--- src/rtl/lsu_pkg.sv ---
// Purpose: shared constants, FSM state type and request-check helpers for the load/store unit.
// Latency: n/a (declarations only).
// Backpressure: n/a.
// Contents: WIDTH_DEFAULT, RV32I funct3 codes, lsu_state_t, f3_illegal(), f3_misaligned().
package lsu_pkg;

  localparam int WIDTH_DEFAULT = 32;

  localparam logic [2:0] F3_B  = 3'b000;
  localparam logic [2:0] F3_H  = 3'b001;
  localparam logic [2:0] F3_W  = 3'b010;
  localparam logic [2:0] F3_BU = 3'b100;
  localparam logic [2:0] F3_HU = 3'b101;

  typedef enum logic [2:0] {
    IDLE,
    LOAD,
    RMW_RD,
    WR,
    RESP
  } lsu_state_t;

  // 011 and 11x are not RV32I load/store widths; stores have no unsigned forms.
  function automatic logic f3_illegal(input logic we, input logic [2:0] f3);
    return (f3 == 3'b011) || (f3[2:1] == 2'b11) || (we && f3[2]);
  endfunction

  // funct3[1:0] encodes the access size: 00 byte, 01 half, 10 word.
  function automatic logic f3_misaligned(input logic [2:0] f3, input logic [1:0] addr_lo);
    return ((f3[1:0] == 2'b01) && addr_lo[0]) ||
           ((f3[1:0] == 2'b10) && (addr_lo != 2'b00));
  endfunction

endpackage

--- src/rtl/lsu_align.sv ---
// Purpose: load byte/half/word select with sign/zero extension, and SB/SH byte merge into a read word.
// Latency: combinational.
// Backpressure: none.
// Ports: i_funct3 access code, i_rd RAM read word, i_wdata low store data,
//        o_load extended load value, o_merge read word with byte 0 or bytes 1:0 replaced.
module lsu_align
  import lsu_pkg::*;
#(
  parameter int WIDTH = WIDTH_DEFAULT
) (
  input  logic [2:0]       i_funct3,
  input  logic [WIDTH-1:0] i_rd,
  input  logic [15:0]      i_wdata,
  output logic [WIDTH-1:0] o_load,
  output logic [WIDTH-1:0] o_merge
);

  // funct3[2] set means unsigned: suppress the sign fill.
  logic w_sign_b;
  logic w_sign_h;

  assign w_sign_b = ~i_funct3[2] & i_rd[7];
  assign w_sign_h = ~i_funct3[2] & i_rd[15];

  always_comb begin
    o_load = i_rd;
    case (i_funct3[1:0])
      2'b00:   o_load = {{(WIDTH-8){w_sign_b}}, i_rd[7:0]};
      2'b01:   o_load = {{(WIDTH-16){w_sign_h}}, i_rd[15:0]};
      default: o_load = i_rd;
    endcase
  end

  always_comb begin
    o_merge = i_rd;
    if (i_funct3[1:0] == 2'b00) begin
      o_merge[7:0] = i_wdata[7:0];
    end else begin
      o_merge[15:0] = i_wdata[15:0];
    end
  end

endmodule

--- src/rtl/lsu_rmw.sv ---
// Purpose: RV32I load/store unit driving a 32-bit word RAM; SB/SH done as read-modify-write.
// Latency: response 1 cycle after accept for errors, 2 for loads/SW, 3 for SB/SH.
// Backpressure: req_ready_o high only in IDLE; one request in flight at a time.
// Ports: req_* request handshake, resp_* one-cycle response pulse, ram_* word RAM port (combinational read).
// Build option: LSU_MISALIGN_TRAP_EN turns misaligned H/W accesses into error responses.
module lsu_rmw
  import lsu_pkg::*;
#(
  parameter int WIDTH = WIDTH_DEFAULT
) (
  input  logic             clk_i,
  input  logic             rst_ni,
  input  logic             req_valid_i,
  output logic             req_ready_o,
  input  logic             req_we_i,
  input  logic [2:0]       req_funct3_i,
  input  logic [WIDTH-1:0] req_addr_i,
  input  logic [WIDTH-1:0] req_wdata_i,
  output logic             resp_valid_o,
  output logic [WIDTH-1:0] resp_rdata_o,
  output logic             resp_err_o,
  output logic             ram_we_o,
  output logic [WIDTH-1:0] ram_a_o,
  output logic [WIDTH-1:0] ram_wd_o,
  input  logic [WIDTH-1:0] ram_rd_i
);

  lsu_state_t       r_state;
  logic [2:0]       r_funct3;
  logic [WIDTH-1:0] r_addr;
  logic [WIDTH-1:0] r_wdata;
  logic [WIDTH-1:0] r_wd;
  logic [WIDTH-1:0] r_rdata;
  logic             r_err;
  logic             r_resp_vld;
  logic             r_ram_we;
  logic             r_ready;

  logic             w_err;
  logic [WIDTH-1:0] w_load;
  logic [WIDTH-1:0] w_merge;

`ifdef LSU_MISALIGN_TRAP_EN
  assign w_err = f3_illegal(req_we_i, req_funct3_i) ||
                 f3_misaligned(req_funct3_i, req_addr_i[1:0]);
`else
  assign w_err = f3_illegal(req_we_i, req_funct3_i);
`endif

  lsu_align #(
    .WIDTH (WIDTH)
  ) u_align (
    .i_funct3 (r_funct3),
    .i_rd     (ram_rd_i),
    .i_wdata  (r_wdata[15:0]),
    .o_load   (w_load),
    .o_merge  (w_merge)
  );

  // All outputs are registered alongside the state so they change only on an edge
  // (or immediately on reset).
  always_ff @(posedge clk_i or negedge rst_ni) begin
    if (!rst_ni) begin
      r_state    <= IDLE;
      r_funct3   <= '0;
      r_addr     <= '0;
      r_wdata    <= '0;
      r_wd       <= '0;
      r_rdata    <= '0;
      r_err      <= 1'b0;
      r_resp_vld <= 1'b0;
      r_ram_we   <= 1'b0;
      r_ready    <= 1'b1;
    end else begin
      case (r_state)
        IDLE: begin
          r_resp_vld <= 1'b0;
          if (req_valid_i) begin
            r_funct3 <= req_funct3_i;
            r_addr   <= req_addr_i;
            r_wdata  <= req_wdata_i;
            // SW writes the store data directly; RMW overwrites this with the merge word.
            r_wd     <= req_wdata_i;
            r_rdata  <= '0;
            r_err    <= w_err;
            r_ready  <= 1'b0;
            if (w_err) begin
              r_state    <= RESP;
              r_resp_vld <= 1'b1;
            end else if (!req_we_i) begin
              r_state <= LOAD;
            end else if (req_funct3_i == F3_W) begin
              r_state  <= WR;
              r_ram_we <= 1'b1;
            end else begin
              r_state <= RMW_RD;
            end
          end
        end
        LOAD: begin
          r_rdata    <= w_load;
          r_state    <= RESP;
          r_resp_vld <= 1'b1;
        end
        RMW_RD: begin
          r_wd     <= w_merge;
          r_ram_we <= 1'b1;
          r_state  <= WR;
        end
        WR: begin
          r_ram_we   <= 1'b0;
          r_state    <= RESP;
          r_resp_vld <= 1'b1;
        end
        RESP: begin
          r_resp_vld <= 1'b0;
          r_ready    <= 1'b1;
          r_state    <= IDLE;
        end
        default: begin
          r_resp_vld <= 1'b0;
          r_ram_we   <= 1'b0;
          r_ready    <= 1'b1;
          r_state    <= IDLE;
        end
      endcase
    end
  end

  assign req_ready_o  = r_ready;
  assign resp_valid_o = r_resp_vld;
  assign resp_rdata_o = r_rdata;
  assign resp_err_o   = r_err;
  assign ram_we_o     = r_ram_we;
  assign ram_a_o      = r_addr;
  assign ram_wd_o     = r_wd;

endmodule

--- config.mk ---
export PLATFORM = sky130hd
export DESIGN_NAME = lsu_rmw
export DESIGN_NICKNAME = d
export VERILOG_FILES = /design/src/rtl/lsu_pkg.sv /design/src/rtl/lsu_align.sv /design/src/rtl/lsu_rmw.sv
export SDC_FILE = /design/constraint.sdc
export NUM_CORES = 1
export LEC_CHECK = 0
export CELL_PAD_IN_SITES_DETAIL_PLACEMENT = 1
export CELL_PAD_IN_SITES_GLOBAL_PLACEMENT = 1
export CORE_MARGIN = 5
export CORE_UTILIZATION = 32
export CTS_CLUSTER_SIZE = 24
export DETAILED_ROUTE_END_ITERATION = 10
export PLACE_DENSITY_LB_ADDON = 0.1
export SLEW_MARGIN = 20
export SYNTH_ARGS = -nofsm -noshare
export SYNTH_HDL_FRONTEND = slang
export SYNTH_SLANG_ARGS = --single-unit
--- constraint.sdc ---
create_clock -name clk_i -period 1.75 [get_ports clk_i]
set_input_delay 0.2625 -clock clk_i [delete_from_list [all_inputs] [get_ports clk_i]]
set_output_delay 0.2625 -clock clk_i [all_outputs]
set_load 0.02 [all_outputs]
Word-level counts from Yosys, hierarchy flattened
Index checks and enable logic that the tools add are counted.
{"block": "totals", "regBits": 122, "out_inout_bits": 100, "wordCells": 63}
{"block": "classes", "eq_ne": 12, "n_mux": 21, "bitwise": 5, "reduce_logical": 15}
{"operator": "32-bit case mux with 2 select lines", "count": 3}
{"operator": "32-bit two-way mux", "count": 2}
{"operator": "3-bit by 2-bit equality test with 1-bit output (second input constant)", "count": 4}
{"operator": "3-bit case mux with 3 select lines", "count": 1}
{"operator": "1-bit two-way mux", "count": 8}
{"operator": "8-bit two-way mux", "count": 1}
{"operator": "2-bit != test (second input constant)", "count": 4}
{"operator": "2-bit AND reduction", "count": 4}
{"operator": "3-bit two-way mux", "count": 2}
{"operator": "1-bit case mux with 3 select lines", "count": 2}
{"operator": "5-bit AND reduction", "count": 1}
{"operator": "2-bit nonzero test", "count": 2}
{"operator": "2-bit OR reduction", "count": 2}
{"operator": "3-bit by 1-bit equality test with 1-bit output (second input constant)", "count": 1}
{"operator": "3-bit equality test (second input constant)", "count": 1}
{"operator": "3-bit zero test", "count": 1}
{"operator": "1-bit NOT", "count": 3}
{"operator": "3-bit OR reduction", "count": 1}
{"operator": "1-bit AND", "count": 2}
{"operator": "2-bit by 1-bit equality test with 1-bit output (second input constant)", "count": 1}
{"operator": "2-bit equality test (second input constant)", "count": 1}
{"operator": "2-bit zero test", "count": 1}
{"operator": "1-bit logical OR", "count": 2}
{"operator": "2-bit two-way mux", "count": 1}
{"operator": "other kinds (2)", "count": 2}

Depth between registers and ports, before layout
{"block": "logic_depth", "ltp_word": 6, "ltp_mapped": 6, "depth_no_buf": 3}

Cells and area by module
From an unflattened synthesis, not the netlist that was laid out.
{"block": "unflattened", "cells_unflattened": 494, "hier_area_um2": 5397.7}
{"module": "lsu_rmw", "instances": 1, "cells_per_inst": 403, "area_per_inst_um2": 4767.1, "seq_area_each_um2": 3054.2}
{"module": "lsu_align", "instances": 1, "cells_per_inst": 91, "area_per_inst_um2": 630.6, "seq_area_each_um2": 0.0}

Worst setup path after synthesis
No wires, ideal clock.
{"block": "synth_timing", "path_type": "flip-flop to flip-flop", "startpoint": "register r_state[2]", "endpoint": "register r_rdata[27] (netlist: resp_rdata_o[27])", "setup_ns": 0.141, "t_arrival_ns": 1.463, "setup_slack_ns": 0.146, "path_stages_with_launch": 7, "path_buffers": 3, "synth_period_minus_slack_ns": 1.604, "cell_sequence": "dfrtp_1 -> buf_6 -> or4b_1 -> buf_2 -> buf_6 -> a21oi_1 -> a31oi_1"}
{"block": "synth_between", "elab_chain_len": 3, "elab_cells_between_ends": 6}
{"element": "start, declared", "line_no": "lsu_rmw.sv:28", "rtl": "lsu_state_t r_state;"}
{"element": "start signal, assigned", "line_no": "lsu_rmw.sv:64", "rtl": "r_state <= IDLE;"}
{"element": "start signal, assigned", "line_no": "lsu_rmw.sv:88", "rtl": "r_state <= RESP;"}
{"element": "start signal, assigned", "line_no": "lsu_rmw.sv:91", "rtl": "r_state <= LOAD;"}
{"element": "3-bit by 1-bit equality test with 1-bit output / 3-bit zero test (equally long branches)", "line_no": "lsu_rmw.sv:75", "rtl": "case (r_state)"}
{"element": "2-bit nonzero test (no line) / 2-bit != test (equally long branches)"}
{"element": "2-bit AND reduction (no line)"}
{"element": "end signal, assigned", "line_no": "lsu_rmw.sv:101", "rtl": "r_rdata <= w_load;"}
{"element": "end, declared", "line_no": "lsu_rmw.sv:33", "rtl": "logic [WIDTH-1:0] r_rdata;"}
Parallel ways exist; a longest one is shown, timed or not.
A chain may end at the register's enable or synchronous reset.

Final worst setup path
{"block": "layout_timing", "startpoint": "register r_ram_we (netlist: ram_we_o)", "endpoint": "output ram_we_o"}
{"element": "start, declared", "line_no": "lsu_rmw.sv:36", "rtl": "logic r_ram_we;"}
{"element": "start signal, assigned", "line_no": "lsu_rmw.sv:72", "rtl": "r_ram_we <= 1'b0;"}
{"element": "start signal, assigned", "line_no": "lsu_rmw.sv:94", "rtl": "r_ram_we <= 1'b1;"}
{"element": "start signal, assigned", "line_no": "lsu_rmw.sv:107", "rtl": "r_ram_we <= 1'b1;"}
{"element": "end, declared", "line_no": "lsu_rmw.sv:22", "rtl": "output logic ram_we_o,"}
No word-level cell between the ends.

==> results.json <==
{
  "status": "finished clean",
  "die_height_um": 135,
  "relSlewSlack_pct": 74.5,
  "syn_area_sq_um": 5030,
  "vias": 4471,
  "area_growth_pct": 62.0,
  "reg2reg_slack_ns": 0.16,
  "grt_setup_unrepaired": "no",
  "drv_slew": 0,
  "grt_pass1_vias": 5180,
  "die_area_sq_um": 18300,
  "min_path_type": "primary input to async pin",
  "hold_viol_final": 0,
  "crit_path_max_incr_delay_ns": 0.65,
  "synthDominantCellAreaShare_pct": 60.2,
  "cts_sinks": 122,
  "fin_cells": 935,
  "antenna_found_initial": 0,
  "crit_required_ns": 1.49,
  "max_freq_mhz": 591,
  "synth-simple-area-share_pct": 14.9,
  "synthAdderAreaFrac_pct": 0,
  "synth_top_family_by_area": "compound AO/OA/AOI/OAI gates",
  "fill_cells": 1679,
  "die_w_um": 135,
  "crit_arrival_ns": 1.43,
  "drt.antenna.violating_nets": 0,
  "synth_compound_area_share_pct": 17.0,
  "finalSetupViolations": 0,
  "wl_um": 17000,
  "power.density_nw_per_um2": 1700,
  "place_inst": 902,
  "cts_buffers": 17,
  "clk_pin_slew_ns": 0.05,
  "clk_latency_ns": 0.41,
  "synth.area.top_cells": "dfrtp_1 60%, nand2_1 11%, a21oi_1 2.9%, a22oi_1 2.4%, a31oi_1 2.1%",
  "h-tree-depth": 4,
  "synth_top_cell_by_area": "dfrtp_1",
  "most-common-layout-cells": "200 x clkdlybuf4s50_1, 147 x nand2_1, 121 x dfrtp_1",
  "post-route-period-util_pct": 96.7,
  "postSynthRegisterBits": 122,
  "drc_errors": 0,
  "path_buf_inv": 1,
  "utilization_pct": 53.2,
  "post_cts_buffers": 0,
  "layout.nets": 814,
  "path_cells": "clkdlybuf4s50_1",
  "seq_area_frac_synth_pct": 60.8,
  "finClkSkew_ns": 0.00933,
  "start_util_pct": 32.8,
  "ir_worst_vdd_v": 0.000702,
  "layout_min_cycle_time_ns": 1.69,
  "path_delay_family": "buffers and inverters",
  "setup.worst_path.class": "register to output port",
  "wl_per_cell_um": 18.2,
  "grt_pass1_wl_um": 27100,
  "ioPinCount": 203,
  "leakage_nw": 3.72,
  "drive_gt1_share_pct": 9.67,
  "tightest_slew_ns": 0.382,
  "critPathSlowestCell": "clkdlybuf4s50_1",
  "cts_tree": "built",
  "num_rows": 45,
  "avgSynthCellArea_sq_um": 10.3,
  "io_buffers": 202,
  "syn-num-nets": 593,
  "synth_xor_area_share_pct": 0,
  "place_congestion": 0.763,
  "yosysUniqueCellTypes": 33,
  "vias_per_cell": 4.78,
  "grt_usage_pct": 18.8,
  "critical_path_peak_fanout": 3,
  "root_buffer": "clkbuf_16",
  "syn-instance-count": 490,
  "drv_cap": 0,
  "layout_commonest_cell": "clkdlybuf4s50_1",
  "total_power_mw": 13.8,
  "critPathLaunchType": "register",
  "ys_warn_count": 0,
  "diodes": 0,
  "drtPass1Iterations": 4,
  "coreArea_sq_um": 15300,
  "muxShareOfSynthArea_pct": 1.79,
  "worst_setup_path_end_kind": "output port",
  "ctsLongestPathBuffers": 2,
  "grt_max_degree": 59,
  "grt_overflow": 0,
  "hpwlAfterDp_um": 12200,
  "drt_iter0_drc": 198
}
==> cells by family after synthesis <==
logic type | Yosys count
mux | 9
simple gates | 174
buf+inv | 59
compound gates | 126
flops | 122
==> Yosys cell counts <==
| master | count |
|---|---|
| dfrtp_1 | 121 |
| a31oi_1 | 17 |
| buf_1 | 1 |
| a221o_1 | 8 |
| buf_2 | 17 |
| a211oi_1 | 1 |
| clkbuf_1 | 9 |
| nor2_2 | 1 |
| a22oi_1 | 16 |
| a22o_1 | 8 |
| o22ai_1 | 1 |
| or4b_2 | 1 |
| and2_1 | 8 |
| nor3b_2 | 2 |
| mux2i_1 | 9 |
| o2bb2ai_1 | 8 |
| nor4b_4 | 1 |
| or2_2 | 2 |
| buf_6 | 5 |
| a32oi_1 | 1 |
| or4b_1 | 1 |
| nand2_1 | 147 |
| o21ai_1 | 6 |
| a21oi_1 | 29 |
| o21ai_0 | 13 |
| nor4b_2 | 1 |
| o221ai_1 | 8 |
| or3_1 | 2 |
| o21a_1 | 1 |
| nor2_1 | 8 |
| a21o_1 | 9 |
| inv_1 | 27 |
| dfstp_2 | 1 |
==> sequential cells by signal, indices dropped and copies added (netlist names) <==
signal / flops
ram_a_o: 32
ram_wd_o: 32
resp_rdata_o: 32
r_wdata: 16
r_funct3: 3
r_state: 3
ram_we_o: 1
req_ready_o: 1
resp_err_o: 1
resp_valid_o: 1
==> area by class of cell <==
| class | count | area [sq um] | share of cell area, % |
|---|---|---|---|
| repair buffers | 234 | 2360 | 29.0 |
| clock buffers | 25 | 495 | 6.08 |
| clock inverters | 7 | 160 | 1.97 |
| flip-flops and latches | 122 | 3050 | 37.5 |
| multi-input cells | 309 | 1710 | 21.0 |
| well taps | 211 | 264 | 3.24 |
| inverters | 27 | 101 | 1.24 |
==> per-stage QoR <==
stage | setup TNS (ns) | hold WS, ns | setup WS [ns] | instance area (sq um)
after floorplan | 0 | -0.0331 | 0.146 | 5030
after global placement | -13.00 | 0.200 | -0.216 | 7480
after detailed placement | -15.90 | 0.206 | -0.263 | 7480
after CTS | 0 | 0.313 | 0.0310 | 8140
after global routing | 0 | 0.337 | 0.0112 | 8140
final | 0 | 0.314 | 0.0582 | 8140
==> path summary, 6_finish.rpt <==
kind                                     from                to  cells after the start
max in group asynchronous              rst_ni   resp_rdata_o[6]                      3
worst max-delay path                 ram_we_o          ram_we_o                      1
worst max register to register     r_state[2]       ram_a_o[24]                      6
min in group clk_i              req_addr_i[0]        ram_a_o[0]                      3
worst min-delay path                   rst_ni  resp_rdata_o[23]                      2
worst min register to register     r_wdata[1]        r_wdata[1]                      1
==> where the power goes <==
part | switching [mW] | total (mW) | leakage [nW] | internal [mW]
registers | 0.611 | 4.46 | 1.54 | 3.85
logic | 2.86 | 5.44 | 1.86 | 2.58
clock network | 1.24 | 3.91 | 0.321 | 2.68
total | 4.70 | 13.8 | 3.72 | 9.11
==> repair_timing <==
action | in CTS | in global routing
endpoints found under the hold margin | 22 | 0
resized for setup | 1 | 1
setup endpoints to repair | 1 | 2
hold buffers | 1 | 0
==> per-layer routing <==
layer	up-vias	share of wire, %	global-route usage (%)
met5	-	0	0
met4	0	1.5	6.22
met3	20	6.8	5.83
met2	140	50	32.5
met1	2199	42	22.3
li1	2112	-	-
No activity file was read; power rests on OpenSTA's default activity.
